## config.mk

```make
export PLATFORM = sky130hd
export DESIGN_NAME = interval_timer_ctrl
export DESIGN_NICKNAME = d
export VERILOG_FILES = /design/src/rtl/interval_timer_ctrl.sv
export SDC_FILE = /design/constraint.sdc
export NUM_CORES = 1
export LEC_CHECK = 0
export ABC_AREA = 1
export CAP_MARGIN = 10
export CORE_MARGIN = 1
export CORE_UTILIZATION = 44
export CTS_CLUSTER_DIAMETER = 60
export DETAILED_ROUTE_END_ITERATION = 7
export GPL_ROUTABILITY_DRIVEN = 0
export HOLD_SLACK_MARGIN = 0.15
export PLACE_DENSITY = 0.82
export RECOVER_POWER = 50
export SETUP_SLACK_MARGIN = 0.5
export SYNTH_ARGS = -nofsm -noshare
export SYNTH_HDL_FRONTEND = slang
export SYNTH_SLANG_ARGS = --single-unit
```

## constraint.sdc

```tcl
create_clock -name clk -period 1.99 [get_ports clk]
set_clock_uncertainty 0.1 [all_clocks]
set_input_delay 0.199 -clock clk [delete_from_list [all_inputs] [get_ports clk]]
set_output_delay 0.199 -clock clk [all_outputs]
set_load 0.02 [all_outputs]
```

## src/rtl/interval_timer_ctrl.sv

```systemverilog
// Interval timer controller: sequences an external loadable up-counter and flags its terminal count.
// Optional completed-interval counter output period_cnt is enabled by defining INTERVAL_TIMER_PERIOD_CNT_EN.
module interval_timer_ctrl #(
    parameter int WIDTH    = 5,
    parameter int PRESCALE = 4
) (
    input  logic             clk,
    input  logic             rst,
    input  logic             cfg_valid,
    output logic             cfg_ready,
    input  logic [WIDTH-1:0] cfg_start,
    input  logic [WIDTH-1:0] cfg_end,
    input  logic             cfg_periodic,
    input  logic             start,
    input  logic             stop,
    output logic             cnt_load,
    output logic             cnt_enab,
    output logic [WIDTH-1:0] cnt_init,
    input  logic [WIDTH-1:0] cnt_val,
    output logic             busy,
    output logic             done,
    output logic             irq,
    input  logic             irq_clr
`ifdef INTERVAL_TIMER_PERIOD_CNT_EN
    ,
    output logic [7:0]       period_cnt
`endif
);

    // state | meaning
    // IDLE  | waiting for start, configuration accepted
    // LOAD  | one-cycle preset strobe to the counter
    // RUN   | prescaled counting until terminal value
    typedef enum logic [1:0] {
        IDLE = 2'd0,
        LOAD = 2'd1,
        RUN  = 2'd2
    } state_t;

    localparam int PS_W = (PRESCALE > 1) ? $clog2(PRESCALE) : 1;
    localparam logic [PS_W-1:0] PS_MAX = PS_W'(PRESCALE - 1);

    state_t           state;
    state_t           state_nx;
    logic [WIDTH-1:0] start_q;
    logic [WIDTH-1:0] end_q;
    logic             periodic_q;
    logic [PS_W-1:0]  ps_q;
    logic             done_q;
    logic             irq_q;
    logic             cfg_fire;
    logic             at_end;
    logic             done_nx;

    always_comb begin
        state_nx = state;
        done_nx  = 1'b0;
        cfg_fire = cfg_valid && (state == IDLE);
        at_end   = (cnt_val == end_q);
        case (state)
            IDLE: begin
                if (start) state_nx = LOAD;
            end
            LOAD: begin
                state_nx = stop ? IDLE : RUN;
            end
            RUN: begin
                // an abort wins over a terminal count seen in the same cycle
                if (stop) begin
                    state_nx = IDLE;
                end else if (at_end) begin
                    done_nx  = 1'b1;
                    state_nx = periodic_q ? LOAD : IDLE;
                end
            end
            default: state_nx = IDLE;
        endcase
    end

    assign cfg_ready = (state == IDLE);
    assign busy      = (state != IDLE);
    assign cnt_load  = (state == LOAD);
    assign cnt_init  = start_q;
    assign cnt_enab  = (state == RUN) && (ps_q == PS_MAX) && !at_end;
    assign done      = done_q;
    assign irq       = irq_q;

    always_ff @(posedge clk) begin
        if (rst) begin
            state      <= IDLE;
            start_q    <= '0;
            end_q      <= '0;
            periodic_q <= 1'b0;
            ps_q       <= '0;
            done_q     <= 1'b0;
            irq_q      <= 1'b0;
        end else begin
            state  <= state_nx;
            done_q <= done_nx;
            if (cfg_fire) begin
                start_q    <= cfg_start;
                end_q      <= cfg_end;
                periodic_q <= cfg_periodic;
            end
            if (state == RUN) begin
                ps_q <= (ps_q == PS_MAX) ? '0 : ps_q + PS_W'(1);
            end else begin
                ps_q <= '0;
            end
            if (done_nx) begin
                irq_q <= 1'b1;
            end else if (irq_clr) begin
                irq_q <= 1'b0;
            end
        end
    end

`ifdef INTERVAL_TIMER_PERIOD_CNT_EN
    logic start_fire;

    assign start_fire = start && (state == IDLE);

    always_ff @(posedge clk) begin
        if (rst) begin
            period_cnt <= 8'd0;
        end else if (start_fire) begin
            period_cnt <= 8'd0;
        end else if (done_nx && (period_cnt != 8'hFF)) begin
            period_cnt <= period_cnt + 8'd1;
        end
    end
`endif

endmodule

```

==> impl_metrics.json, run 1 <==
{
  "status": "finished, violations left",
  "failed_checks": "DRC",
  "fillers": 138,
  "htree_levels": 1,
  "wirelength_um": 1639,
  "wl_per_cell_um": 10.51,
  "diodes": 0,
  "cpMostUsedCell": "nor2_1",
  "layout_setup_ws_ns": 0.4026,
  "root_buffer": "clkbuf_4",
  "first_pass_iters": 5,
  "rsz0062_at_grt": "yes",
  "synth-seq-area-share_pct": 43.52,
  "drv_slew": 0,
  "grt_remaining_overflow": 0,
  "crit_type": "reg -> reg",
  "reg2reg_to": "end_q[1]",
  "p_sw_share_pct": 28.33,
  "antenna_found_initial": 0,
  "hpwl_um": 1265,
  "netlist_instances": 104,
  "cts_made_buffers": 3,
  "r2r_cells": 5,
  "synthTopCellsByArea": "dfxtp_1 (44%), nor2_1 (12%), o21ai_2 (9.0%), nand2_1 (6.7%), inv_1 (6.2%)",
  "drive_gt1_share_pct": 21.43,
  "synth.avg_cell_area_um2": 7.519,
  "ios": 33,
  "syn_to_final_growth_pct": 44.00,
  "hold_viol": 0,
  "critPathCaptureType": "flip-flop",
  "grt_pass1_vias": 668,
  "ys_seq_elements": 17,
  "relSlewSlack_pct": 59.26,
  "crit_cells": 5,
  "fin_crit_sh_pct": 79.77,
  "critPathLaunchType": "flip-flop",
  "hold_class": "reg -> reg",
  "cts.clk_slew.worst_paths_ns": 0.10,
  "port_buffers": 32,
  "die_w_um": 44.16,
  "syn-num-nets": 127,
  "yosys.area.top_type_share_pct": 43.52,
  "crit_slowest_cell": "nand2_1",
  "yosys_warnings": 0,
  "tightest_slew_ns": 0.6096,
  "rows": 14,
  "synth_area_um2": 782.0,
  "power_density_nw_per_um2": 638.9,
  "die_h_um": 44.16,
  "fin_setup_tns_ns": 0,
  "switching_power_mw": 0.2038,
  "finalNetCount": 164,
  "worstSkewPairLatency_ns": 0.29,
  "ir_drop_mv": 0.4059,
  "share_comb_of_total_power_pct": 22.3,
  "min_period_ns": 1.587,
  "seq_power_share_pct": 52.3,
  "drc": 3,
  "critical_path_arrival_ns": 1.71,
  "cp_max_fo": 15,
  "antenna_left": 0,
  "required_ns": 2.12,
  "yosysUniqueCellTypes": 20,
  "grt_pass1_wl_um": 2635,
  "die-area_um2": 1950,
  "startpoint": "state[1]",
  "rrSetupSlack_ns": 0.40,
  "grt_usage_pct": 18.54,
  "hp-start": "ps_q[0]",
  "setup-violations-final": 0,
  "cp_slowest_stage_delay_ns": 0.40,
  "grt_max_degree": 16,
  "fin_cells": 156,
  "place_area_um2": 1119,
  "p_clk_share_pct": 25.4,
  "max_freq_mhz": 630.0,
  "cts_sinks": 17,
  "power.leakage_nw": 0.5763,
  "p_int_mw": 0.5157,
  "start_util_pct": 49.60,
  "cts_tree": "yes",
  "cp-endpoint": "end_q[1]",
  "cap_violations": 0,
  "yosysTopAreaCell": "dfxtp_1",
  "final_area_um2": 1126,
  "vias_per_cell": 4.705,
  "r2r-start": "state[1]",
  "post-place-ws_ns": -0.01370,
  "clk_path_buf_depth": 2,
  "path_buf_inv": 1,
  "dp_cells": 152,
  "cp_cell_sequence": "nor2_1, nand2_1, inv_2, nor2_1, nor2_1",
  "vias": 734,
  "critPathTopFamily": "simple AND/OR/NAND/NOR gates",
  "drt_iter0_markers": 6,
  "core_um2": 1577
}
## worst min path at each step
stage                           to  slack, ns  depth (start not counted)
after floorplan           state[1]       0.16                          1
after CTS                  ps_q[0]       0.34                          1
after detailed placement   ps_q[0]       0.32                          1
after global routing       ps_q[0]       0.37                          1
final                      ps_q[0]       0.33                          1
after global placement     ps_q[0]       0.31                          1
## sequential cells by signal, indices dropped and copies added, names as in the netlist
name	count
periodic_q	1
cnt_init	5
end_q	5
irq	1
done	1
ps_q	2
state	2
## worst register-to-register path, cell delays in order (launching register included)
cell and delay [ns]:
dfxtp_1 0.36, nor2_1 0.21, nand2_1 0.40, inv_2 0.28
nor2_1 0.06, nor2_1 0.11
## power by group through the flow
stage          sequential, mW  combinational [mW]  clock, mW
3_5_place_dp            0.384               0.176          0
3_3_place_gp            0.382               0.171          0
2_1_floorplan           0.393              0.0821          0
6_report                0.376               0.161      0.183
4_1_cts                 0.376               0.167      0.193
5_1_grt                 0.379               0.177      0.203
## timing repair
item                       4_1_cts  5_1_grt
setup endpoints to repair       11        4
buffers inserted                 0        0
hold buffers                     0        0
pin swaps                        0        5
hold endpoints to repair         0        0
gates resized for setup         17       18
## area by class of cell
type,instances,area [µm²],share of cell area [%]
clock buffers,3,22.52,2.000
repair buffers,34,324.1,28.78
well taps,16,20.02,1.778
inverters,16,61.31,5.444
multi-input cells,69,347.8,30.89
clock inverters,1,5.005,0.4444
flip-flops and latches,17,345.3,30.67
## placed cells by master (no fill, tap or decap), types with 2 or more instances in the layout
cell type | netlist | routed
o21ai_0 | 4 | 4
nor2_1 | 25 | 26
clkinv_2 | 1 | 2
a21oi_1 | 4 | 5
dfxtp_1 | 17 | 13
clkbuf_4 | 1 | 3
dlygate4sd2_1 | 0 | 7
dlymetal6s2s_1 | 0 | 4
dfxtp_2 | 0 | 4
nand3_1 | 4 | 4
inv_2 | 2 | 3
o21ai_2 | 8 | 8
nand2_1 | 14 | 13
inv_1 | 13 | 12
clkdlybuf4s50_1 | 0 | 17
nand2_2 | 3 | 5
## metrics by stage
step / hold WS, ns / total power, mW / utilization [%]
after global placement: 0.3059 / 0.5538 / 70.95
after global routing: 0.3701 / 0.7587 / 71.43
after CTS: 0.3381 / 0.7361 / 72.30
final: 0.3328 / 0.7194 / 71.43
after detailed placement: 0.3227 / 0.5595 / 70.95
after floorplan: 0.1614 / 0.4748 / -
## layer usage
metal	global-route usage, %	vias up	share of wire, %
met1	22.51	323	44
met4	9.697	0	0.85
met2	30.29	18	49
li1	-	391	-
met3	4.490	2	5.9
met5	0	-	0
## synthesized netlist by cell type, drive strengths merged
library cell  instances
nor2                 27
nand2                18
dfxtp                17
inv                  15
o21ai                12
a21oi                 5
nand3                 4
buf                   1
clkbuf                1
clkinv                1
ha                    1
nand3b                1
xnor2                 1
## cells by family (layout without fill, tap and decap cells)
logic type / count (synthesis) / count (layout) / share of synthesized area, %
compound gates: 17 / 17 / 15.20
xor+xnor: 1 / 1 / 1.120
fa+ha+maj: 1 / 1 / 1.600
buf+inv: 18 / 54 / 10.24
flops: 17 / 17 / 43.52
simple gates: 50 / 50 / 28.32
(Power assumes the default switching activity.)
==> inputs of run 2 (changes only) <==
Settings changed: CORE_UTILIZATION 44 to 37, PLACE_DENSITY 0.82 to 0.74.
Clock period 1.99 ns to 1.4 ns, I/O delays scaled along.
==> impl_metrics.json, run 2 (synthesis gave the netlist of run 1 again) <==
{
  "status": "finished, violations left",
  "core_um2": 1982,
  "postCtsHoldBufs": 0,
  "grt_pass1_vias": 722,
  "fin_crit_sh_pct": 106.6,
  "critPathLaunchType": "flip-flop",
  "hold_viol": 0,
  "ios": 33,
  "fin_setup_tns_ns": -0.09298,
  "cts_made_buffers": 3,
  "vias_per_cell": 4.459,
  "final_cell_mix": "clkdlybuf4s50_1 (21), nand2_1 (14), buf_6 (13), buf_4 (13), o21ai_2 (12)",
  "layout_setup_ws_ns": -0.09298,
  "rrSetupSlack_ns": 0.05,
  "tightest_slew_ns": 0.3844,
  "holdPathStages": 1,
  "totalPowerFinal_mw": 1.210,
  "critPathCaptureType": "primary output",
  "clk_path_buf_depth": 2,
  "cap_violations": 0,
  "wirelength_um": 2162,
  "min_period_ns": 1.493,
  "critical_path_arrival_ns": 1.25,
  "die-area_um2": 2301,
  "final_common_cell": "clkdlybuf4s50_1",
  "antenna_left": 0,
  "power_density_nw_per_um2": 813.4,
  "die_w_um": 47.97,
  "htree_levels": 1,
  "rsz0062_at_grt": "yes",
  "rows": 16,
  "grt_max_degree": 15,
  "hold_path_end": "ps_q[0]",
  "die_h_um": 47.97,
  "hpwl_um": 1329,
  "drive_gt1_share_pct": 56.41,
  "r2r-start": "state[1]",
  "hp-start": "ps_q[0]",
  "grt_remaining_overflow": 0,
  "dp_cells": 170,
  "antenna_found_initial": 0,
  "relSlewSlack_pct": 74.32,
  "fillers": 142,
  "worstSkewPairLatency_ns": 0.30,
  "cts.clk_slew.worst_paths_ns": 0.10,
  "max_freq_mhz": 669.8,
  "drc": 0,
  "drv_slew": 0,
  "required_ns": 1.16,
  "hold_ws_ns": 0.3320,
  "finalNetCount": 180,
  "hold_class": "reg -> reg",
  "start_util_pct": 39.46,
  "cp_max_fo": 2,
  "cts_sinks": 17,
  "diodes": 0,
  "fin_cells": 183,
  "reg2reg_to": "end_q[1]",
  "syn_to_final_growth_pct": 90.24,
  "failed_checks": "setup timing",
  "wl_per_cell_um": 11.81,
  "power.leakage_nw": 0.6450,
  "vias": 816,
  "port_buffers": 32,
  "ir_drop_mv": 0.6195,
  "grt_usage_pct": 18.95,
  "first_pass_iters": 4,
  "root_buffer": "clkbuf_4",
  "cts_tree": "yes",
  "grt_pass1_wl_um": 2884,
  "crit_type": "reg -> out",
  "r2r_cells": 8,
  "setup-violations-final": 1,
  "drt_iter0_markers": 5
}
run 2: power by group:
| part | internal [mW] | switching (mW) |
|---|---|---|
| sequential | 0.519 | 0.0301 |
| combinational | 0.207 | 0.178 |
| clock | 0.107 | 0.169 |
run 2: metrics by stage:
step | utilization (%) | worst slack (ns) | cell area, µm²
2_1_floorplan | - | 0.2876 | 797.0
3_3_place_gp | 61.17 | -0.4551 | 1212
3_5_place_dp | 61.17 | -0.4934 | 1212
4_1_cts | 68.69 | -0.09493 | 1361
5_1_grt | 75.06 | -0.2069 | 1488
6_report | 75.06 | -0.09298 | 1488
run 2: layout make-up:
class | count | area [µm²] | area share [%]
clock buffers | 3 | 22.52 | 1.514
clock inverters | 1 | 5.005 | 0.3364
inverters | 16 | 77.57 | 5.214
multi-input cells | 70 | 495.5 | 33.31
flip-flops and latches | 17 | 359.1 | 24.14
well taps | 27 | 33.78 | 2.271
repair buffers | 49 | 494.2 | 33.22
run 2: critical path, stage by stage (launching register included):
cell     delay [ns]
dfxtp_2        0.34
inv_1          0.04
nand2_1        0.05
nand2_1        0.06
nor2_2         0.12
nand3_2        0.11
nand3_2        0.08
inv_2          0.03
buf_6          0.12
run 2: worst max-delay path by stage:
stage | from | to | slack, ns | depth (start not counted)
6_report | end_q[2] | cnt_enab | -0.09 | 8
5_1_grt | end_q[3] | cnt_enab | -0.21 | 8
4_1_cts | end_q[0] | cnt_enab | -0.09 | 8
3_5_place_dp | cnt_val[0] | cnt_enab | -0.49 | 9
3_3_place_gp | cnt_val[0] | cnt_enab | -0.46 | 9
2_1_floorplan | state[0] | cnt_init[0] | 0.29 | 5
run 2: routing by layer:
metal / vias to the layer above / wire length, µm / GRT usage [%]
met5: - / 0 / 0
met4: 0 / 44 / 9.444
met3: 5 / 117 / 7.547
met2: 21 / 1132 / 34.32
met1: 363 / 867 / 18.51
li1: 427 / - / -
run 2: what timing repair did:
action / CTS / global route
buffers inserted: 3 / 5
pin swaps: 12 / 15
endpoints found under the setup margin: 28 / 28
hold endpoints to repair: 0 / 0
gates resized for setup: 98 / 23
gates cloned: 1 / 0
